$ cat src/rtl/moore_seq_detector_p.sv
// Parametrised Moore sequence detector with a runtime-loadable pattern, overlap select,
// an input-enable qualifier and a saturating match counter. Define SEQDET_STICKY_EN for MATCH_SEEN.
module moore_seq_detector_p #(
    parameter int                   PATTERN_W       = 4,
    parameter logic [PATTERN_W-1:0] DEFAULT_PATTERN = 4'b1101,
    parameter int                   CNT_W           = 8
) (
    input  logic                 CLOCK,
    input  logic                 RESET,
    input  logic                 EN,
    input  logic                 IN,
    input  logic                 LOAD,
    input  logic [PATTERN_W-1:0] PATTERN,
    input  logic                 OVERLAP,
    output logic                 OUT,
    output logic [CNT_W-1:0]     MATCH_COUNT
`ifdef SEQDET_STICKY_EN
    ,
    output logic                 MATCH_SEEN
`endif
);

    localparam int                FILL_W    = $clog2(PATTERN_W + 1);
    localparam logic [FILL_W-1:0] FILL_FULL = FILL_W'(PATTERN_W);

    typedef enum logic [1:0] {
        ST_FILL,
        ST_SCAN,
        ST_MATCH
    } state_e;

    state_e                 state_q, state_d;
    logic [PATTERN_W-1:0]   hist_q, hist_d;
    logic [FILL_W-1:0]      fill_q, fill_d;
    logic [PATTERN_W-1:0]   pat_q, pat_d;
    logic [CNT_W-1:0]       cnt_q, cnt_d;
`ifdef SEQDET_STICKY_EN
    logic                   seen_q, seen_d;
`endif

    logic [PATTERN_W-1:0]   hist_next;
    logic [FILL_W-1:0]      fill_next;
    logic                   hit;

    // Candidate history and fill count if IN were sampled on this edge.
    assign hist_next = {hist_q[PATTERN_W-2:0], IN};
    assign fill_next = (fill_q == FILL_FULL) ? fill_q : fill_q + 1'b1;
    assign hit       = (hist_next == pat_q) && (fill_next == FILL_FULL);

    always_comb begin
        // NOTE: every signal gets a hold/default value before any branch, so no path leaves one unassigned and no latch is inferred.
        hist_d  = hist_q;
        fill_d  = fill_q;
        pat_d   = pat_q;
        cnt_d   = cnt_q;
        state_d = (fill_q == FILL_FULL) ? ST_SCAN : ST_FILL;
`ifdef SEQDET_STICKY_EN
        seen_d  = seen_q;
`endif

        if (LOAD) begin
            pat_d   = PATTERN;
            hist_d  = '0;
            fill_d  = '0;
            cnt_d   = '0;
            state_d = ST_FILL;
`ifdef SEQDET_STICKY_EN
            seen_d  = 1'b0;
`endif
        end else if (EN) begin
            hist_d = hist_next;
            if (hit) begin
                state_d = ST_MATCH;
                if (cnt_q != '1) begin
                    cnt_d = cnt_q + 1'b1;
                end
                // Non-overlapping mode demands a full set of fresh bits before the next match.
                fill_d = OVERLAP ? fill_next : '0;
`ifdef SEQDET_STICKY_EN
                seen_d = 1'b1;
`endif
            end else begin
                fill_d  = fill_next;
                state_d = (fill_next == FILL_FULL) ? ST_SCAN : ST_FILL;
            end
        end
    end

    // NOTE: sequential state uses non-blocking assignments so every register samples pre-edge values.
    always_ff @(posedge CLOCK) begin
        if (RESET) begin
            state_q <= ST_FILL;
            hist_q  <= '0;
            fill_q  <= '0;
            pat_q   <= DEFAULT_PATTERN;
            cnt_q   <= '0;
`ifdef SEQDET_STICKY_EN
            seen_q  <= 1'b0;
`endif
        end else begin
            state_q <= state_d;
            hist_q  <= hist_d;
            fill_q  <= fill_d;
            pat_q   <= pat_d;
            cnt_q   <= cnt_d;
`ifdef SEQDET_STICKY_EN
            seen_q  <= seen_d;
`endif
        end
    end

    assign OUT         = (state_q == ST_MATCH);
    assign MATCH_COUNT = cnt_q;
`ifdef SEQDET_STICKY_EN
    assign MATCH_SEEN  = seen_q;
`endif

endmodule

$ cat config.mk
export PLATFORM = sky130hd
export DESIGN_NAME = moore_seq_detector_p
export DESIGN_NICKNAME = d
export VERILOG_FILES = /design/src/rtl/moore_seq_detector_p.sv
export SDC_FILE = /design/constraint.sdc
export NUM_CORES = 1
export LEC_CHECK = 0
export CORE_MARGIN = 5
export CORE_UTILIZATION = 45
export DETAILED_ROUTE_END_ITERATION = 16
export PLACE_DENSITY = 0.7
export SLEW_MARGIN = 20
export SYNTH_ARGS = -nofsm -noshare
export SYNTH_HDL_FRONTEND = slang
export SYNTH_SLANG_ARGS = --single-unit
$ cat constraint.sdc
create_clock -name CLOCK -period 6.7 [get_ports CLOCK]
set_clock_uncertainty 0.05 [all_clocks]
set_input_delay 0.67 -clock CLOCK [delete_from_list [all_inputs] [get_ports CLOCK]]
set_output_delay 0.67 -clock CLOCK [all_outputs]
set_load 0.05 [all_outputs]
; Word level (Yosys, flattened, before mapping)
; Index checks and enable logic that the tools add are counted.
[classes]
bitwise = 0
div = 0
reduce_logical = 3
mux = 7
shift = 0
magnitude_cmp = 0
n_addsub = 2
mul = 0
eq_ne = 5
[ops]
columns = operator, count
row1 = 3-bit two-way mux, 3
row2 = "8-bit by 1-bit adder with 8-bit output, second input constant", 1
row3 = "8-bit != test, second input constant", 1
row4 = "3-bit equality test, second input constant", 2
row5 = 4-bit equality test, 1
row6 = 2-bit two-way mux, 2
row7 = "3-bit by 1-bit adder with 3-bit output, second input constant", 1
row8 = 3-bit AND reduction, 1
row9 = "2-bit equality test, second input constant", 1
row10 = 1-bit two-way mux, 2
row11 = 2-bit OR reduction, 1
row12 = 1-bit logical AND, 1
[totals]
mem_count = 0
romBits = 0
output_inout_bits = 9
latch_bits = 0
reg_bits = 20
mem_bits_rw = 0
elab_cells = 22

; Logic depth before layout (Yosys ltp)
[logic_depth]
depth_word = 6
depth_mapped = 7
mapped_depth_nobuf = 7

; Worst setup path before layout
; Ideal clock, no wire load.
[synth_path]
path_type = reg-to-reg
from = register fill_q[0]
to = register cnt_q[5], in the netlist MATCH_COUNT[5]
setup_time_ns = 0.071
setup_slack_ns = 4.569
period_less_slack_ns = 2.131
path_stages_with_launch = 8
arrival_time_ns = 2.010
path_cell_list = dfxtp_1 > inv_1 > ha_1 > nor4b_2 > o21a_1 > o211ai_4 > or4_1 > a21oi_1
[synth_via]
elab_chain_len = 5
elab_cells_between_ends = 6
classes_between = add/sub: 1 / eq/ne: 2 / mux: 1 / reduce/logical: 2
[synth_lines]
columns = item, line
row1 = "start, declared", 34  ; logic [FILL_W-1:0] fill_q, fill_d;
row2 = "start signal, assigned", 103  ; fill_q <= fill_d;
row3 = 3-bit by 1-bit adder with 3-bit output / 3-bit equality test (equally long branches), 47  ; assign fill_next = (fill_q == FILL_FULL) ? fill_q : fill_q + 1'b1;
row4 = 3-bit two-way mux *, 47
row5 = 3-bit equality test *, 48  ; assign hit = (hist_next == pat_q) && (fill_next == FILL_FULL);
row6 = 1-bit logical AND *, 48
row7 = 3-bit AND reduction (no source line) *, n/a
row8 = "end signal, assigned", 105  ; cnt_q <= cnt_d;
row9 = "end, declared", 36  ; logic [CNT_W-1:0] cnt_q, cnt_d;
; Every way passes the cells marked *; elsewhere a longest branch is shown, timed or not.
; A chain may end at the register's enable or synchronous reset.

; Worst setup path after layout
[layout_path]
from = register cnt_q[6], in the netlist MATCH_COUNT[6]
to = output port MATCH_COUNT[6]
[layout_lines]
columns = item, line
row1 = "end, declared", 16  ; output logic [CNT_W-1:0] MATCH_COUNT
; No word-level cell between the ends.

==> key figures <==
Pwr
  • Combinational Power Share: 9.5%
  • Worst VDD drop: 0.000117 V
  • Sequential power share: 57.7%
  • Power per cell area: 171 mW/mm^2
  • Internal power: 165 uW
  • Switching power: 48.6 uW
  • Pleak: 0.476 nW
  • Clk pwr share: 32.8%
  • Sw Ratio: 22.8%

Layout
  • Most common cell after layout, fill and taps aside: dfxtp_1
  • Fraction of layout cells with a size suffix above 1: 7.03%
  • Area Overhead vs Synth: 22.8%
  • # diodes: 0
  • Final nets: 142
  • Flip-flop and latch area: 400 um^2
  • Layout fillers: 197
  • Most frequent cells in the layout: dfxtp_1 (20), clkdlybuf4s50_1 (18), nor2_1 (11)
  • Final core occ: 57.0%
  • Area of the multi-input gates: 578 um^2
  • Fin area: 0.00125 mm^2

Floorplan
  • CORE AREA: 0.00219 mm^2
  • Io pins: 19
  • Num rows: 17
  • Die height: 57.5 um
  • Die area: 0.00331 mm^2
  • Starting Density: 46.4%
  • Die extent in x: 57.5 um

Synthesis
  • Mapped Cells: 111
  • Top cells by area, synth: dfxtp_1 (39%), mux2i_1 (5.9%), nor2_1 (4.1%)
  • Mapped Nets: 124
  • Proportion of netlist area held by the largest area contributor: 39.4%
  • Synthesized cell area: 0.00102 mm^2
  • Synth area leader: dfxtp_1
  • Syn. warnings: 0
  • Yosys reg bits: 20
  • Seq/Total Area, Yosys: 39.4%
  • Post-synth ARST share: 0%
  • Synth cell types: 36
  • Syn Area/Cell: 9.16 um^2
  • Post-synth EDFFs: 0
  • Main synth FF type: dfxtp_1

Global route
  • M2 GR Usage: 20.2%
  • Number of global-route vias before repair: 775
  • Maximum number of pins on one net before global-route repair: 15
  • Global route overflow: 0
  • GRT Total Usage: 12.5%
  • Met3 Track Usage GR: 2.49%
  • M1 GR Usage: 15.3%
  • First-pass GRT wire length: 3.28 mm
  • Antenna violations before repair: 0
  • GR peak layer: met2

STA
  • Max Slew Vio Count: 0
  • Tcrit/Tclk final: 34.4%
  • Fmax: 0.434 GHz
  • Worst slew pin tran: 0.494 ns
  • Min cycle time layout: 2.31 ns
  • Endpoints failing setup: 0
  • Fin. Hold Viols: 0
  • Setup TNS Final: 0 ns
  • Unrepaired setup endpoints after global routing: no
  • Max_slew headroom: 67.0%
  • PnR worst setup slack: 4.39 ns

Clock tree
  • Post-CTS Hold Fix Bufs: 0
  • Post-CTS setup buffer count: 0
  • Clock slew at reported path FFs: 0.11 ns
  • CTS Sinks: 20
  • Clock Path Buffers: 2
  • CTS resizes: 0
  • H-Tree Depth: 1
  • CTS Buf Count: 3
  • TritonCTS clock tree: yes
  • Worst-Skew Late Latency: 0.30 ns
  • CTS root buf: clkbuf_4

Critical path
  • Max incr delay on CP: 0.84 ns
  • Critical path cell sequence: clkdlybuf4s50_1
  • CP Launch Type: register
  • Critical path class: reg -> out
  • WP buf/inv: 1
  • Max FO, Critical Path: 7
  • Critical Path End Type: output port
  • CP arrival: 1.59 ns
  • Family with the most delay on the worst path: buffers and inverters
  • Crit path max-delay cell type: clkdlybuf4s50_1
  • Critical Path RT: 5.98 ns

Drt
  • TritonRoute pass-1 iters: 5
  • Post-DR vias/cell: 5.38
  • Drt drc: 0
  • DR WL/cell: 12.2 um
  • DRT antenna net count: 0
  • Via count: 840
  • Final wirelength: 1.90 mm
  • DRT iter0 DRCs: 11

Run
  • Number of max-cap violations: 0

Placement
  • Hpwl dp: 1.40 mm
  • Gp weighted congestion: 0.850
  • Input/output buffers: 18
  • Placed Area: 0.00121 mm^2
  • Dpl ws: 4.18 ns

Status
  • Outcome: complete, no violations

Min path
  • HP Class: reg -> reg
-- worst paths after layout --
path	from	end	slack (ns)	depth (start not counted)
worst max-delay path	MATCH_COUNT[6]	MATCH_COUNT[6]	4.39	1
worst min-delay path	MATCH_COUNT[4]	MATCH_COUNT[4]	0.46	2
worst max register to register	fill_q[0]	MATCH_COUNT[5]	4.40	7
worst min register to register	MATCH_COUNT[4]	MATCH_COUNT[4]	0.46	2
-- cells by family (layout without fill, tap and decap cells) --
| logic type | Yosys count | in the layout | share of synthesized area, % |
|---|---|---|---|
| AND/OR/NAND/NOR | 44 | 44 | 26.3 |
| AO/OA/AOI/OAI | 23 | 23 | 16.6 |
| flip-flops | 20 | 20 | 39.4 |
| buffers and inverters | 10 | 27 | 3.81 |
| multiplexers | 6 | 6 | 5.90 |
| XOR/XNOR | 5 | 5 | 4.30 |
| adder cells (fa/ha/maj) | 3 | 3 | 3.69 |
-- cell usage after synthesis, drive strengths merged (4+ instances only) --
cell type,number
a21oi,8
inv,4
dfxtp,20
and3,4
nand3,6
nor2,11
a211o,4
clkbuf,4
xor2,4
mux2i,6
nor3,4
nor2b,4
-- through the flow --
stage          hold WS (ns)  total power, mW  instances
2_1_floorplan         0.430            0.139        111
3_3_place_gp          0.423            0.146        152
3_5_place_dp          0.439            0.146        152
4_1_cts               0.456            0.218        156
5_1_grt               0.509            0.224        156
6_report              0.459            0.214        156
-- registers in the layout, summed over array words and instances (netlist names) --
signal       cells
state_q          2
pat_q            4
hist_q           3
fill_q           3
MATCH_COUNT      8
-- routing by layer --
metal / vias up / wire length, um
met5: - / 0
met4: 0 / 40
met3: 5 / 109
met2: 18 / 894
met1: 381 / 858
li1: 436 / -
-- final cells by class --
type	count	area share (%)
clock buffer	4	2.91
tap	28	2.81
multi-input combinational	81	46.3
sequential	20	32.1
inverter	5	1.50
timing repair buffer	18	14.4
-- power by group through the flow --
stage          logic, mW  registers, mW  clock network [mW]
3_5_place_dp      0.0205          0.126                   0
6_report          0.0204          0.123              0.0701
2_1_floorplan     0.0134          0.125                   0
4_1_cts           0.0205          0.123              0.0741
5_1_grt           0.0224          0.124              0.0778
3_3_place_gp      0.0202          0.126                   0
Power figures use the tool's default switching activity.
==> variant 1: new RTL, config.mk and constraints unchanged <==
Build with the macro `SEQDET_STICKY_EN` defined.
--- a/src/rtl/moore_seq_detector_p.sv
+++ b/src/rtl/moore_seq_detector_p.sv
@@ -1,5 +1,7 @@
 // Parametrised Moore sequence detector with a runtime-loadable pattern, overlap select,
 // an input-enable qualifier and a saturating match counter. Define SEQDET_STICKY_EN for MATCH_SEEN.
+`define SEQDET_STICKY_EN
+
 module moore_seq_detector_p #(
     parameter int                   PATTERN_W       = 4,
     parameter logic [PATTERN_W-1:0] DEFAULT_PATTERN = 4'b1101,
Behaviour (old outputs only; new: MATCH_SEEN): unchanged (Yosys induction, for registers that start in step).
==> variant 1 against the original RTL <==
  * Sequential cell count up 1
  * Final area up 3.1%
  * Synthesized area up 5.3%
  * Register-to-register slack better by 240 ps
  * Synthesized cell count up 14%
  * First-iteration DRC count rose to 2.9 times the old value
  * Total power down 0.78%
  * Global-route usage up 0.22 points
  * Final cell count up 9.0%
  * Routed wire length up 8.4%
  * Setup slack worse by 25 ps
==> variant 1: results (changes against the original RTL) <==
[routing]
wire_per_inst_microns = 12.1  ; was 12.2 microns
top_layer = met4  ; unchanged
wl_met1_microns = 975  ; was 858 microns
num_vias = 919  ; was 840
wl_met2_microns = 937  ; was 894 microns
drt_iter0_drc = 32  ; was 11
met3WireLength_microns = 111  ; was 109 microns
avgViaCountPerCell = 5.41  ; was 5.38

[placement]
dpl.hpwl_microns = 1520  ; was 1400 microns
routabilityCongestion = 0.844  ; was 0.850
dp_slack_ps = 4050  ; was 4180 ps
place_area_sq_um = 1260  ; was 1210 sq um
port_buffers = 19  ; was 18

[power]
vdd_drop_max_v = 0.000125  ; was 0.000117 V
leakagePower_nw = 0.445  ; was 0.476 nW

[hold_path]
min_from = MATCH_SEEN  ; was MATCH_COUNT[4]

[outcome]
outcome = complete, no violations  ; unchanged

[clocking]
post_cts_buffers = 0  ; unchanged
clock_path_buffers = 2  ; unchanged
clk_pin_slew_ps = 120

[global_routing]
grt_usage = 0.127  ; was 0.125
grt_pass1_vias = 811  ; was 775
grt_max_degree = 16  ; was 15
grt_pass1_wl_microns = 3440  ; was 3280 microns

[synthesis]
synthArstFlopShare = 0  ; unchanged
netlist_instances = 126  ; was 111
yosys-top-cells-count = dfxtp_1 (21), nand2_1 (10), mux2i_1 (9), nor2_1 (9)  ; was dfxtp_1 (20), nor2_1 (11), a21oi_1 (8)
syn-num-nets = 139  ; was 124
netlist_top_cells_area = dfxtp_1 (39%), mux2i_1 (8.4%), xnor2_1 (4.1%)  ; was dfxtp_1 (39%), mux2i_1 (5.9%), nor2_1 (4.1%)
yosysSeqAreaShare = 0.393  ; was 0.394
post_synth_num_cell_types = 33  ; was 36

[critical_path]
cp_max_fo = 14  ; was 7
arrival_ps = 2530  ; was 1590 ps
crit_start = IN  ; was MATCH_COUNT[6]
reg2reg_slack_ps = 4640  ; was 4400 ps

[cells_and_area]
drive_above_1_share = 0.0493  ; was 0.0703
fin_nets = 156  ; was 142
fillers = 226  ; was 197

[sta]
fin_crit_ps = 2330  ; was 2310 ps
relSlewSlack = 0.668  ; was 0.670

## variant 1: cell families (layout without fill, tap and decap cells)
logic type,Yosys count,after routing,synth area share
flops,21,21,0.393
compound gates,18,18,0.119
fa+ha+maj,3,3,0.0351
mux,9,9,0.0841
xor+xnor,5,5,0.0409
simple gates,55,55,0.266
buf+inv,15,31,0.0619
## variant 1: worst max-delay path: stages
cell and delay, ps:
clkdlybuf4s50_1 500, xnor2_1 120, nand4_1 150, or2_1 400, or4_1 540, a21oi_1 140
## variant 1: path summary, 6_finish.rpt
path | cells past startpoint | endpoint
worst max-delay path | 6 | MATCH_COUNT[0]
worst min-delay path | 1 | MATCH_SEEN
worst max register to register | 7 | MATCH_COUNT[0]
worst min register to register | 1 | MATCH_SEEN
## variant 1: power by group
part | internal (mW) | total [mW] | switching [mW]
clock network | 0.0223 | 0.0633 | 0.0410
registers | 0.127 | 0.129 | 0.00184
logic | 0.0109 | 0.0196 | 0.00875
total | 0.160 | 0.212 | 0.0516
## variant 1: per-layer routing
layer  track usage  vias up
li1              -      478
met1         0.151      411
met2         0.219       26
met3        0.0285        4
met4        0.0485        0
met5             0        -
## variant 1: stage by stage
stage                     hold WS (ps)  utilization
final                              432        0.576
after CTS                          435        0.576
after detailed placement           405        0.564
after floorplan                    412            -
after global placement             398        0.564
after global routing               485        0.576
## variant 1: final cells by class
type | instances | area [sq um] | share of cell area
Inverter | 8 | 30.0 | 0.0233
Multi-Input combinational cell | 90 | 584 | 0.454
Timing Repair Buffer | 19 | 190 | 0.148
Sequential cell | 21 | 420 | 0.327
Tap cell | 28 | 35.0 | 0.0272
Clock buffer | 3 | 22.5 | 0.0175
Clock inverter | 1 | 5.00 | 0.00389
==> variant 2: new RTL, same flow settings <==
Made on the original files. Put one more register stage on the output `MATCH_COUNT`, cleared by the reset. The value now appears one clock later. The other outputs are not delayed to match.
--- a/src/rtl/moore_seq_detector_p.sv
+++ b/src/rtl/moore_seq_detector_p.sv
@@ -110,7 +110,13 @@
     end
 
     assign OUT         = (state_q == ST_MATCH);
-    assign MATCH_COUNT = cnt_q;
+    always_ff @(posedge CLOCK) begin
+        if (RESET) begin
+            MATCH_COUNT <= '0;
+        end else begin
+            MATCH_COUNT <= cnt_q;
+        end
+    end
 `ifdef SEQDET_STICKY_EN
     assign MATCH_SEEN  = seen_q;
 `endif
Behaviour: not the same (Yosys sat finds a counterexample within 10 cycles, from zero or initial values and one cycle with RESET high).
==> variant 2 against the original RTL <==
  * Global-route usage rose by 1.2 points
  * Worst hold slack improved by 12 ps
  * Sequential cell count rose by 8
  * Synthesized area rose by 17%
  * Clock power rose by 60%
  * Routed wire length rose by 15%
  * Via count rose by 14%
  * Maximum frequency fell by 16%
  * Final area rose by 15%
  * Total power rose by 41%
  * Setup slack got worse by 450 ps
  * Synthesized cell count rose by 15%
  * Critical path type is now in2reg
  * Largest cell class unchanged
  * Highest routed layer unchanged
==> variant 2: results (changes against the original RTL) <==
[clocking]
insertion_delay_ps = 330  ; was 300 ps
cts.sinks = 28  ; was 20
clk_pin_slew_ps = 160  ; was 110 ps

[hold_path]
min_from = cnt_q[7]  ; was MATCH_COUNT[4]
holdPathEnd = MATCH_COUNT[7]  ; was MATCH_COUNT[4]
hold_path_depth = 1  ; was 2

[critical_path]
crit_start = IN  ; was MATCH_COUNT[6]
critPathSlowestCell = or4_1  ; was clkdlybuf4s50_1
max_stage_delay_ps = 600  ; was 840 ps
reg2reg_slack_ps = 3980  ; was 4400 ps
cp_max_fo = 13  ; was 7
crit_family = simple AND/OR/NAND/NOR gates  ; was buffers and inverters
arrival_ps = 2990  ; was 1590 ps
cp-endpoint = cnt_q[5]  ; was MATCH_COUNT[6]

[placement]
place_area_sq_um = 1380  ; was 1210 sq um
port_buffers = 18  ; unchanged
dp_slack_ps = 3580  ; was 4180 ps
routabilityCongestion = 0.766  ; was 0.850
dpl.hpwl_microns = 1610  ; was 1400 microns
dp.cells = 170  ; was 152

[global_routing]
use_met3 = 0.0314  ; was 0.0249
grt_max_degree = 17  ; was 15
grtUsageMet2 = 0.254  ; was 0.202
grt_usage = 0.137  ; was 0.125
grt_pass1_wl_microns = 3880  ; was 3280 microns
antenna_found_initial = 0  ; unchanged
met1_usage = 0.153  ; about the same
grt_pass1_vias = 938  ; was 775

[routing]
drt_pass1_iterations = 4  ; was 5
drt_iter0_drc = 12  ; was 11
met3WireLength_microns = 111  ; was 109 microns
num_vias = 955  ; was 840
wire_per_inst_microns = 12.6  ; was 12.2 microns
wl_microns = 2190  ; was 1900 microns
wl_met2_microns = 1080  ; was 894 microns
wl_met1_microns = 965  ; was 858 microns

[cells_and_area]
fillers = 223  ; was 197
fin_nets = 158  ; was 142
drive_above_1_share = 0.0556  ; was 0.0703
clk_share = 0.0366  ; was 0.0291
fin_util = 0.575  ; was 0.570
multi_input_area_sq_um = 591  ; was 578 sq um
regArea_sq_um = 561  ; was 400 sq um
num-multi-input-gates = 90  ; was 81
nNonClkInverters = 4  ; was 5

[synthesis]
yosys-top-cells-count = dfxtp_1 (28), nor2b_1 (12), nor2_1 (10)  ; was dfxtp_1 (20), nor2_1 (11), a21oi_1 (8)
netlist_top_cells_area = dfxtp_1 (47%), nor2b_1 (6.3%), xor2_1 (3.7%)  ; was dfxtp_1 (39%), mux2i_1 (5.9%), nor2_1 (4.1%)
netlist_instances = 128  ; was 111
post_synth_num_cell_types = 32  ; was 36
yosysSeqAreaShare = 0.471  ; was 0.394

[outcome]
outcome = complete, no violations  ; unchanged

[sta]
whs_ps = 471  ; was 459 ps
fmax_mhz = 363  ; was 434 MHz
tightest_slew_ps = 800  ; was 494 ps

[power]
leakagePower_nw = 0.515  ; was 0.476 nW

## variant 2: cell types whose count changed in the layout (fill, tap and decap cells not counted), sizes merged, moves of 4 or more
cell / unedited run / this run
dfxtp: 20 / 28
and3: 4 / 0
nand2: 3 / 7
nor2b: 4 / 12
## variant 2: kinds of logic (layout without fill, tap and decap cells)
family                   Yosys count  after routing  share of synthesized area
AND/OR/NAND/NOR                   54             54                      0.251
flip-flops                        28             28                      0.471
AO/OA/AOI/OAI                     23             23                      0.136
buffers and inverters             10             26                     0.0336
XOR/XNOR                           6              6                     0.0441
multiplexers                       4              4                     0.0336
adder cells (fa/ha/maj)            3              3                     0.0315
## variant 2: power by group
| group | internal [mW] | leakage, nW | switching, mW |
|---|---|---|---|
| Sequential | 0.169 | 0.227 | 0.00196 |
| Combinational | 0.00988 | 0.261 | 0.00931 |
| Clock | 0.0605 | 0.0279 | 0.0514 |
| Total | 0.239 | 0.515 | 0.0627 |
